### src/rtl/dmem_arbiter.sv
// Two-requester arbiter for a single-port synchronous data memory: round-robin by default,
// with a bounded lock that lets one requester run short bursts while the other waits.
module dmem_arbiter #(
  parameter int unsigned DATA_WIDTH = 64,
  parameter int unsigned ADDR_WIDTH = 8,
  parameter int unsigned MAX_LOCK   = 4
) (
  input  logic                  clk,
  input  logic                  reset,
  input  logic                  req0,
  input  logic                  req1,
  input  logic                  lock0,
  input  logic                  lock1,
  input  logic                  wr0,
  input  logic                  wr1,
  input  logic [0:ADDR_WIDTH-1] addr0,
  input  logic [0:ADDR_WIDTH-1] addr1,
  input  logic [0:DATA_WIDTH-1] wdata0,
  input  logic [0:DATA_WIDTH-1] wdata1,
  output logic                  gnt0,
  output logic                  gnt1,
  output logic                  rvalid0,
  output logic                  rvalid1,
  output logic [0:DATA_WIDTH-1] rdata0,
  output logic [0:DATA_WIDTH-1] rdata1,
  output logic                  mem_En,
  output logic                  mem_WrEn,
  output logic [0:ADDR_WIDTH-1] mem_addr,
  output logic [0:DATA_WIDTH-1] mem_di,
  input  logic [0:DATA_WIDTH-1] mem_do
);

  localparam logic [1:0] OwnNone = 2'd0;
  localparam logic [1:0] Own0    = 2'd1;
  localparam logic [1:0] Own1    = 2'd2;
  localparam logic [3:0] MaxLock = 4'(MAX_LOCK);

  logic       last_q, last_d;
  logic [1:0] owner_q, owner_d;
  logic [3:0] lock_cnt_q, lock_cnt_d;
  logic       rvalid0_q, rvalid0_d;
  logic       rvalid1_q, rvalid1_d;

  logic       hold0, hold1, pick1;
  logic       win_lock, other_wait;
  logic [1:0] win_own;
  logic [3:0] cnt_base;

  // Arbitration: a lock owner under its budget keeps the memory, else round-robin.
  always_comb begin
    hold0 = (owner_q == Own0) && lock0 && (lock_cnt_q < MaxLock);
    hold1 = (owner_q == Own1) && lock1 && (lock_cnt_q < MaxLock);
    if (req0 && req1) begin
      if (hold1) begin
        pick1 = 1'b1;
      end else if (hold0) begin
        pick1 = 1'b0;
      end else begin
        pick1 = ~last_q;
      end
    end else begin
      pick1 = req1;
    end
    gnt1 = reset & req1 & pick1;
    gnt0 = reset & req0 & ~pick1;
  end

  always_comb begin
    mem_En   = gnt0 | gnt1;
    mem_WrEn = gnt1 ? wr1 : (gnt0 & wr0);
    mem_addr = gnt1 ? addr1 : addr0;
    mem_di   = gnt1 ? wdata1 : wdata0;
  end

  always_comb begin
    last_d     = last_q;
    owner_d    = OwnNone;
    lock_cnt_d = '0;
    win_lock   = gnt1 ? lock1 : lock0;
    other_wait = gnt1 ? req0 : req1;
    win_own    = gnt1 ? Own1 : Own0;
    cnt_base   = '0;
    if (gnt0 || gnt1) begin
      last_d = gnt1;
      if (win_lock) begin
        owner_d = win_own;
        // A new owner starts its burst budget from zero.
        cnt_base = (owner_q == win_own) ? lock_cnt_q : 4'd0;
        if (other_wait && (cnt_base < MaxLock)) begin
          lock_cnt_d = cnt_base + 4'd1;
        end else begin
          lock_cnt_d = cnt_base;
        end
      end
    end
    rvalid0_d = gnt0 & ~wr0;
    rvalid1_d = gnt1 & ~wr1;
  end

  always_ff @(posedge clk or negedge reset) begin
    if (!reset) begin
      last_q     <= 1'b1;
      owner_q    <= OwnNone;
      lock_cnt_q <= '0;
      rvalid0_q  <= 1'b0;
      rvalid1_q  <= 1'b0;
    end else begin
      last_q     <= last_d;
      owner_q    <= owner_d;
      lock_cnt_q <= lock_cnt_d;
      rvalid0_q  <= rvalid0_d;
      rvalid1_q  <= rvalid1_d;
    end
  end

  always_comb begin
    rvalid0 = rvalid0_q;
    rvalid1 = rvalid1_q;
    rdata0  = rvalid0_q ? mem_do : '0;
    rdata1  = rvalid1_q ? mem_do : '0;
  end

endmodule

### config.mk
export PLATFORM = sky130hd
export DESIGN_NAME = dmem_arbiter
export DESIGN_NICKNAME = d
export VERILOG_FILES = /design/src/rtl/dmem_arbiter.sv
export SDC_FILE = /design/constraint.sdc
export NUM_CORES = 1
export LEC_CHECK = 0
export CAP_MARGIN = 15
export CORE_AREA = 10 10 157 159
export DETAILED_ROUTE_END_ITERATION = 16
export DIE_AREA = 0 0 167 169
export GPL_TIMING_DRIVEN = 0
export PLACE_DENSITY = 0.5
export SYNTH_ARGS = -nofsm -noshare
export SYNTH_HDL_FRONTEND = slang
export SYNTH_SLANG_ARGS = --single-unit
### constraint.sdc
create_clock -name clk -period 2.9 [get_ports clk]
set_clock_uncertainty 0.15 [all_clocks]
set_input_delay 0.435 -clock clk [delete_from_list [all_inputs] [get_ports clk]]
set_output_delay 0.435 -clock clk [all_outputs]
set_load 0.005 [all_outputs]
==> out/metrics.yaml <==
drv_slew: 0
core_area_mm2: 0.0216
yosysTopAreaCellShare_pct: 36.2
maxCapViolCount: 0
slew_headroom_pct: 61.0
hold_class: "input pin to async pin"
grt_max_degree: 12
worst-setup-path-type: "input pin to primary output"
portBuffers: 421
final_cells: 992
powerDensity_mw_per_mm2: 178
post-route-min-period_ps: 2810
rsz0062_at_grt: "yes"
worstSetupStartpointType: "input pin"
netlist_area_mm2: 0.00228
met1_usage_pct: 13.8
die_h_um: 169
fin_crit_sh_pct: 97.0
root_buffer: "clkbuf_16"
clkLatencyLatePin_ps: 230
die_x_um: 167
rows: 54
wirelength_mm: 21.3
synth_seq_cells: 9
num_vias: 3742
synthCells: 275
synth_area_per_cell_um2: 8.30
worstPathRequired_ps: 2320
grt_pass1_wl_mm: 30.1
htreeDepth: 1
dpl.hpwl_mm: 19.1
crit_start: "req0"
grt_overflow: 0
yosysTopAreaCell: "and2_1"
ios: 422
vias_per_cell: 3.77
drt_pass1_iterations: 4
gr-usage-met3_pct: 7.30
drt-initial-drc-count: 101
clkTransAtPathRegs_ps: 40
gp_congestion: 0.823
cts_tree: "done"
wl_per_cell_um: 21.5
start_util_pct: 10.6
arrival_ps: 2230
cp-end-kind: "primary output"
synthTopCellsByArea: "and2_1 (36%), mux2_2 (28%), mux2_4 (9.9%), dfrtp_1 (8.8%), clkbuf_1 (2.3%)"
clockBufferDepth: 2
utilization_pct: 32.6
grt_use_total_pct: 13.9
layout_setup_ws_ps: 85.6
numCtsBuffers: 3
area_delta_synth_final_pct: 208
dieArea_mm2: 0.0282
ys_seq_area_share_pct: 9.92
ys_warn_count: 0
critPathMaxFanout: 10
clkSinkCount: 9
syn_nets: 492
grt.busiest_layer: "met2"
r2r-start: "lock_cnt_q[2]"
p_leak_nw: 2.84
final_nets: 929
setup_viol: 0
dp_cells: 976
postRouteAntennaNets: 0
synth.distinct_cells: 32
grt_use_met2_pct: 25.8
worst_pin_slew_ps: 580
run_status: "finished, final reports clean"
first_global_vias: 4164
antenna_found_initial: 2
power_mw: 1.25
drcViolationCount: 0
layout-drive-gt1-share_pct: 16.3
fmax_ghz: 0.355
final-hold-violation-count: 0
pre_cts_ws_ps: -920
vdd_drop_max_mv: 0.127
-- logic make-up (layout without fill, tap and decap cells) --
family          Yosys count  in the layout  synth area share, %
fa+ha+maj                 1              1                0.548
flops                     9              9                 9.92
mux                      72             72                 38.0
other cells               0              1                    0
compound gates           14             14                 4.50
simple gates            155            155                 41.8
buf+inv                  24            460                 5.21
-- repair_timing --
item / in CTS / in global routing
buffers inserted: 9 / 3
pin swaps: 2 / 1
resized for setup: 128 / 7
hold buffers: 1 / 0
endpoints found under the setup margin: 81 / 32
endpoints found under the hold margin: 8 / 0
cloned: 1 / 0
-- registers in the layout (all words and copies together) (netlist names) --
name,flops
last_q,1
lock_cnt_q,4
owner_q,2
rvalid0,1
rvalid1,1
-- layer usage --
layer | up-vias | routed length [um]
met4 | 2 | 125
met1 | 1683 | 7540
li1 | 1797 | -
met2 | 252 | 10900
met5 | - | 7
met3 | 8 | 2800
-- layout by cell type (no fill, tap or decap), types with 2 or more instances in the layout --
cell type and count:
clkbuf_1 13, nor2_1 4, dfrtp_2 2, a21oi_1 3, buf_6 4, buf_2 8, buf_4 11, nand2_1 3
dlygate4sd2_1 64, inv_1 2, clkdlybuf4s50_1 342, nand3_1 3, mux2_4 15, nor3_1 2, buf_12 3, dlymetal6s2s_1 5
clkbuf_16 3, dfrtp_1 6, mux2_2 57, and2_1 131, nand4_1 2, a21o_1 2
-- Yosys cell counts, drive strengths merged --
| cell type | n |
|---|---|
| a31o | 1 |
| dfstp | 1 |
| a311o | 1 |
| buf | 8 |
| and3 | 1 |
| inv | 2 |
| mux2 | 72 |
| nand2b | 1 |
| nor4b | 1 |
| nand4b | 1 |
| a21oi | 3 |
| a32oi | 1 |
| nand3 | 3 |
| and2 | 132 |
| a21o | 2 |
| dfrtp | 8 |
| and4 | 1 |
| nand4 | 2 |
| o21a | 1 |
| o21ai | 2 |
| ha | 1 |
| nor2 | 5 |
| a21boi | 1 |
| clkbuf | 14 |
| a22o | 1 |
| nor2b | 2 |
| a22oi | 1 |
| nor3 | 2 |
| nand2 | 4 |
-- cell type report --
type                    count  area, um2
plain buffers              20        165
fillers                  2288      14500
inverters                   2       7.51
repair buffers            434       4230
well taps                 280        350
clock buffers               4       78.8
diodes                      1       2.50
flip-flops and latches      9        229
multi-input cells         242       1970
-- stage by stage --
stage	instance area, um2	hold slack [ps]	setup TNS (ps)
after floorplan	2280	-10.6	0
after global placement	6850	355	-59420
after detailed placement	6850	358	-58570
after CTS	7020	88.1	0
after global routing	7030	106	-72.2
final	7030	91.4	0
-- worst max-delay path, stage by stage --
cell	delay, ps
dlygate4sd2_1	280
nand2_2	90
nand3_1	120
o21ai_4	310
buf_4	180
buf_8	140
mux2_2	370
dlygate4sd2_1	290
-- worst paths after layout --
path / end / slack, ps / depth (start not counted)
worst max-delay path: mem_di[63] / 90 / 8
worst min-delay path: last_q / 90 / 1
worst max register to register: lock_cnt_q[0] / 690 / 7
worst min register to register: last_q / 370 / 1
max in group asynchronous: lock_cnt_q[3] / 1610 / 2
min in group clk: last_q / 370 / 1
-- report_power, final --
group / internal [mW] / total, mW / leakage [nW] / switching, mW
logic: 0.592 / 0.866 / 2.68 / 0.274
clock network: 0.184 / 0.247 / 0.0382 / 0.0626
registers: 0.133 / 0.142 / 0.117 / 0.00895
Note: power is estimated with default switching activity, not from simulation.
==> patch 1: new RTL, same settings <==
Change the parameter `ADDR_WIDTH` from 8 to 7.
--- a/src/rtl/dmem_arbiter.sv
+++ b/src/rtl/dmem_arbiter.sv
@@ -3,5 +3,5 @@
 module dmem_arbiter #(
   parameter int unsigned DATA_WIDTH = 64,
-  parameter int unsigned ADDR_WIDTH = 8,
+  parameter int unsigned ADDR_WIDTH = 7,
   parameter int unsigned MAX_LOCK   = 4
 ) (
Interface: changed (resized addr0, addr1 and mem_addr); port bits go from 422 to 419. No check against the original RTL was run, so the function may have changed too.
==> patch 1 against the unedited design <==
- the flow now finishes with violations (setup timing)
- largest power group unchanged
- core utilization shrank 0.093 points
- area after synthesis grew 1.4%
- wire length shrank 5.9%
- sequential cell count is the same
- combinational power grew 2%
- worst setup slack lost 0.10 ns
- largest cell class unchanged
- final area shrank 0.28%
- synthesized cell count shrank 0.36%
- total power grew 0.79%
- highest routed layer is now met4
==> patch 1: results <==
placement:
  pre_cts_slack_ns: -0.762
  dp_hpwl_um: 18000
timing:
  setup-violations-final: 5
  worst_slack_ns: -0.0153
worst_setup_path:
  arrival_ns: 2.33
  worst_path_max_delay_cell: "clkdlybuf4s50_1"
  critPathLaunch: "owner_q[0]$_DFF_PN0_"
  r2r-start: "owner_q[1]$_DFF_PN0_"
  slowest_delay_ns: 0.46
  setup.worst_path.end: "mem_di[27]"
routing:
  wl_met3_um: 2650
  met2_length_um: 10200
  wl_met1_um: 7200
  highest_layer: "met4"
  drt_iter0_drc: 108
cells_and_area:
  drive_above_1_share_pct: 17.0
  area_share_nonclk_buffers_pct: 62.0
  clk_share_pct: 1.12
  nMultiInputCombCells: 241
  buffers_excl_clock: 448
  multiInputGateArea_sq_um: 2000
  fin_nets: 920
synth:
  synth_cells: 274
  ys_top_cells_by_area: "and2_1 36%, mux2_2 22%, mux2_4 16%, dfrtp_1 8.6%, clkbuf_1 2.3%"
  synth_nets: 489
outcome:
  outcome: "finished, violations left"
  violations: "setup timing"
power:
  intPower_mw: 0.928
global_route:
  grt_pass1_vias: 3934
  grtUsageTotal_pct: 13.0
  grt_max_degree: 17
patch 1: cell count changes in the layout (fill, tap and decap cells not counted), sizes merged:
cell,delta
mux2,-1
clkdlybuf4s50,+26
dlymetal6s2s,+8
buf,-10
clkdlybuf4s15,+4
dlygate4sd2,-53
bufbuf,-1
clkbuf,+20
patch 1: cells by family after synthesis:
logic type	Yosys count
simple gates	155
mux	71
buf+inv	24
compound gates	14
flops	9
fa+ha+maj	1
patch 1: per-layer routing:
metal  vias to the layer above  track usage, %
met3                         7            6.83
met1                      1585            13.6
li1                       1779               -
met4                         0            1.15
met5                         -               0
met2                       258            23.4
patch 1: power groups by stage:
stage	Sequential, mW	Clock (mW)	Combinational [mW]
after floorplan	0.138	0	0.252
after global placement	0.139	0	0.910
after detailed placement	0.139	0	0.905
after CTS	0.141	0.247	0.907
after global routing	0.142	0.258	0.948
final	0.141	0.244	0.879
==> patch 2: new RTL, config.mk and constraints unchanged <==
Without the edit above. Make the reset (`reset`) synchronous in one clocked block.
--- a/src/rtl/dmem_arbiter.sv
+++ b/src/rtl/dmem_arbiter.sv
@@ -98,5 +98,5 @@
   end
 
-  always_ff @(posedge clk or negedge reset) begin
+  always_ff @(posedge clk) begin
     if (!reset) begin
       last_q     <= 1'b1;
Check against the original RTL: differs if reset is asserted again (counterexample within 4 cycles, from zero or initial values and one cycle with reset low); with reset held inactive, the same outputs for 10 cycles.
==> patch 2 against the unedited design <==
- combinational power down 2.5%
- final area up 1.3%
- total power down 2.8%
- critical endpoint is now mem_di[36]
- count of clock-buffer cells in the layout unchanged
- hold slack better by 0.27 ns
- sequential cell count unchanged
- core utilization up 0.43 points
- wire length down 1.0%
- area after synthesis down 0.49%
- worst setup slack worse by 0.049 ns
==> patch 2: results <==
outcome:
  outcome: "finished, final reports clean"
cells_and_area:
  reg_top3: "lock_cnt_q (4), owner_q (2)"
  drive_above_1_share_pct: 4.08
  seq_area_sq_um: 183
  fin_nets: 1074
  fill_cells: 2341
worst_setup_path:
  r2r_end: "lock_cnt_q[1]$_SDFF_PN0_"
  crit_family: "buffers and inverters"
  arrival_ns: 2.28
  crit_fanout: 6
  r2r-start: "owner_q[1]$_SDFF_PN0_"
  slowest_delay_ns: 0.50
  reg2reg_setup_slack_ns: 1.19
  worst_path_max_delay_cell: "clkdlybuf4s50_1"
global_route:
  grtUsageTotal_pct: 13.6
  grt_pass1_wl_um: 29500
  grt_max_degree: 11
  grt_pass1_vias: 4075
  grt_antenna_before_repair: 1
worst_hold_path:
  hold_path.class: "flop to flop"
  min_path_cells: 1
  min_to: "lock_cnt_q[3]$_SDFF_PN0_"
  min_from: "lock_cnt_q[3]$_SDFF_PN0_"
placement:
  gp_congestion: 0.840
  dp_hpwl_um: 18600
  place_area_sq_um: 6840
synth:
  synth_fa_ha_area_share_pct: 0
  ys_top_cells_by_count: "219 x nand2_1, 130 x and2_1, 14 x clkbuf_1"
  synth_top_cell_by_area: "nand2_1"
  synth_xor_area_share_pct: 0.386
  synthArstFlopShare_pct: 0
  ys_seq_area_share_pct: 7.93
  synth_compound_area_share_pct: 5.51
  ys_top_cells_by_area: "nand2_1 36%, and2_1 36%, dfxtp_1 7.9%, buf_6 3.5%, buf_4 2.3%"
  synth_mux_area_share_pct: 0
  synth_nets: 643
  ys.flop_type: "dfxtp_1"
clock_network:
  numCtsBuffers: 3
  clockBufferDepth: 2
routing:
  routed_wl_um: 21100
  vias: 4084
  drt_iter0_drc: 169
timing:
  tightest_slew_ns: 0.450
power:
  vdd_drop_max_v: 0.000183
  power.leakage_nw: 3.22
-- patch 2: changes by cell type in the layout (fill, tap and decap cells not counted), moves of 4 or more --
cell / delta
clkdlybuf4s50_1: +22
mux2_4: -15
dlymetal6s2s_1: +13
buf_8: +4
dfxtp_1: +7
mux2_2: -57
nand2_1: +216
buf_4: -8
dlygate4sd2_1: -28
dfrtp_1: -6
buf_2: -7
-- patch 2: worst max-delay path by stage --
stage / from / endpoint / slack (ns) / cells past startpoint
detailed placement: lock0 / mem_di[1] / -0.65 / 9
floorplan: lock0 / mem_addr[1] / 0.94 / 8
CTS: req0 / mem_di[35] / 0.004 / 10
global placement: lock0 / mem_di[1] / -0.66 / 9
global route: lock0 / mem_di[30] / -0.04 / 10
finish: lock0 / mem_di[36] / 0.04 / 10
-- patch 2: stage by stage --
stage	std cells	worst slack, ns	hold WS, ns
2_1_floorplan	427	0.943	0.332
3_3_place_gp	1128	-0.659	0.352
3_5_place_dp	1128	-0.646	0.354
4_1_cts	1137	0.00386	0.365
5_1_grt	1138	-0.0375	0.378
6_report	1139	0.0361	0.361
-- patch 2: cells by family (layout without fill, tap and decap cells) --
family | count (synthesis) | count (layout)
AOI/OAI and AO/OA | 16 | 16
buffers and inverters | 32 | 462
xor gates and xnor gates | 1 | 1
other | 0 | 2
DFF | 9 | 9
and+or+nand+nor | 369 | 369
-- patch 2: final cells by class --
| cell class | instances | area share, % |
|---|---|---|
| tap | 280 | 4.92 |
| antenna | 2 | 0.0702 |
| clock buffer | 4 | 1.11 |
| multi-input combinational | 386 | 26.7 |
| timing repair buffer | 426 | 60.6 |
| sequential | 9 | 2.56 |
| inverter | 2 | 0.176 |
| buffer | 30 | 3.83 |
-- patch 2: what timing repair did --
item,CTS,global route
buffers inserted,2,0
cloned,3,0
pin swaps,2,0
resized for setup,66,25
endpoints found under the setup margin,75,38
-- patch 2: report_power, final --
part / internal, mW / total, mW / switching (mW) / leakage [nW]
Combinational: 0.552 / 0.844 / 0.291 / 3.11
Clock: 0.184 / 0.244 / 0.0601 / 0.0382
Sequential: 0.129 / 0.132 / 0.00374 / 0.0745
Total: 0.865 / 1.22 / 0.355 / 3.22
-- patch 2: per-layer routing --
layer	vias to the layer above	GRT usage, %	wire [um]
met3	8	3.20	1380
li1	2166	-	-
met5	-	0	0
met2	158	26.0	11500
met4	0	1.15	97
met1	1752	15.4	8110
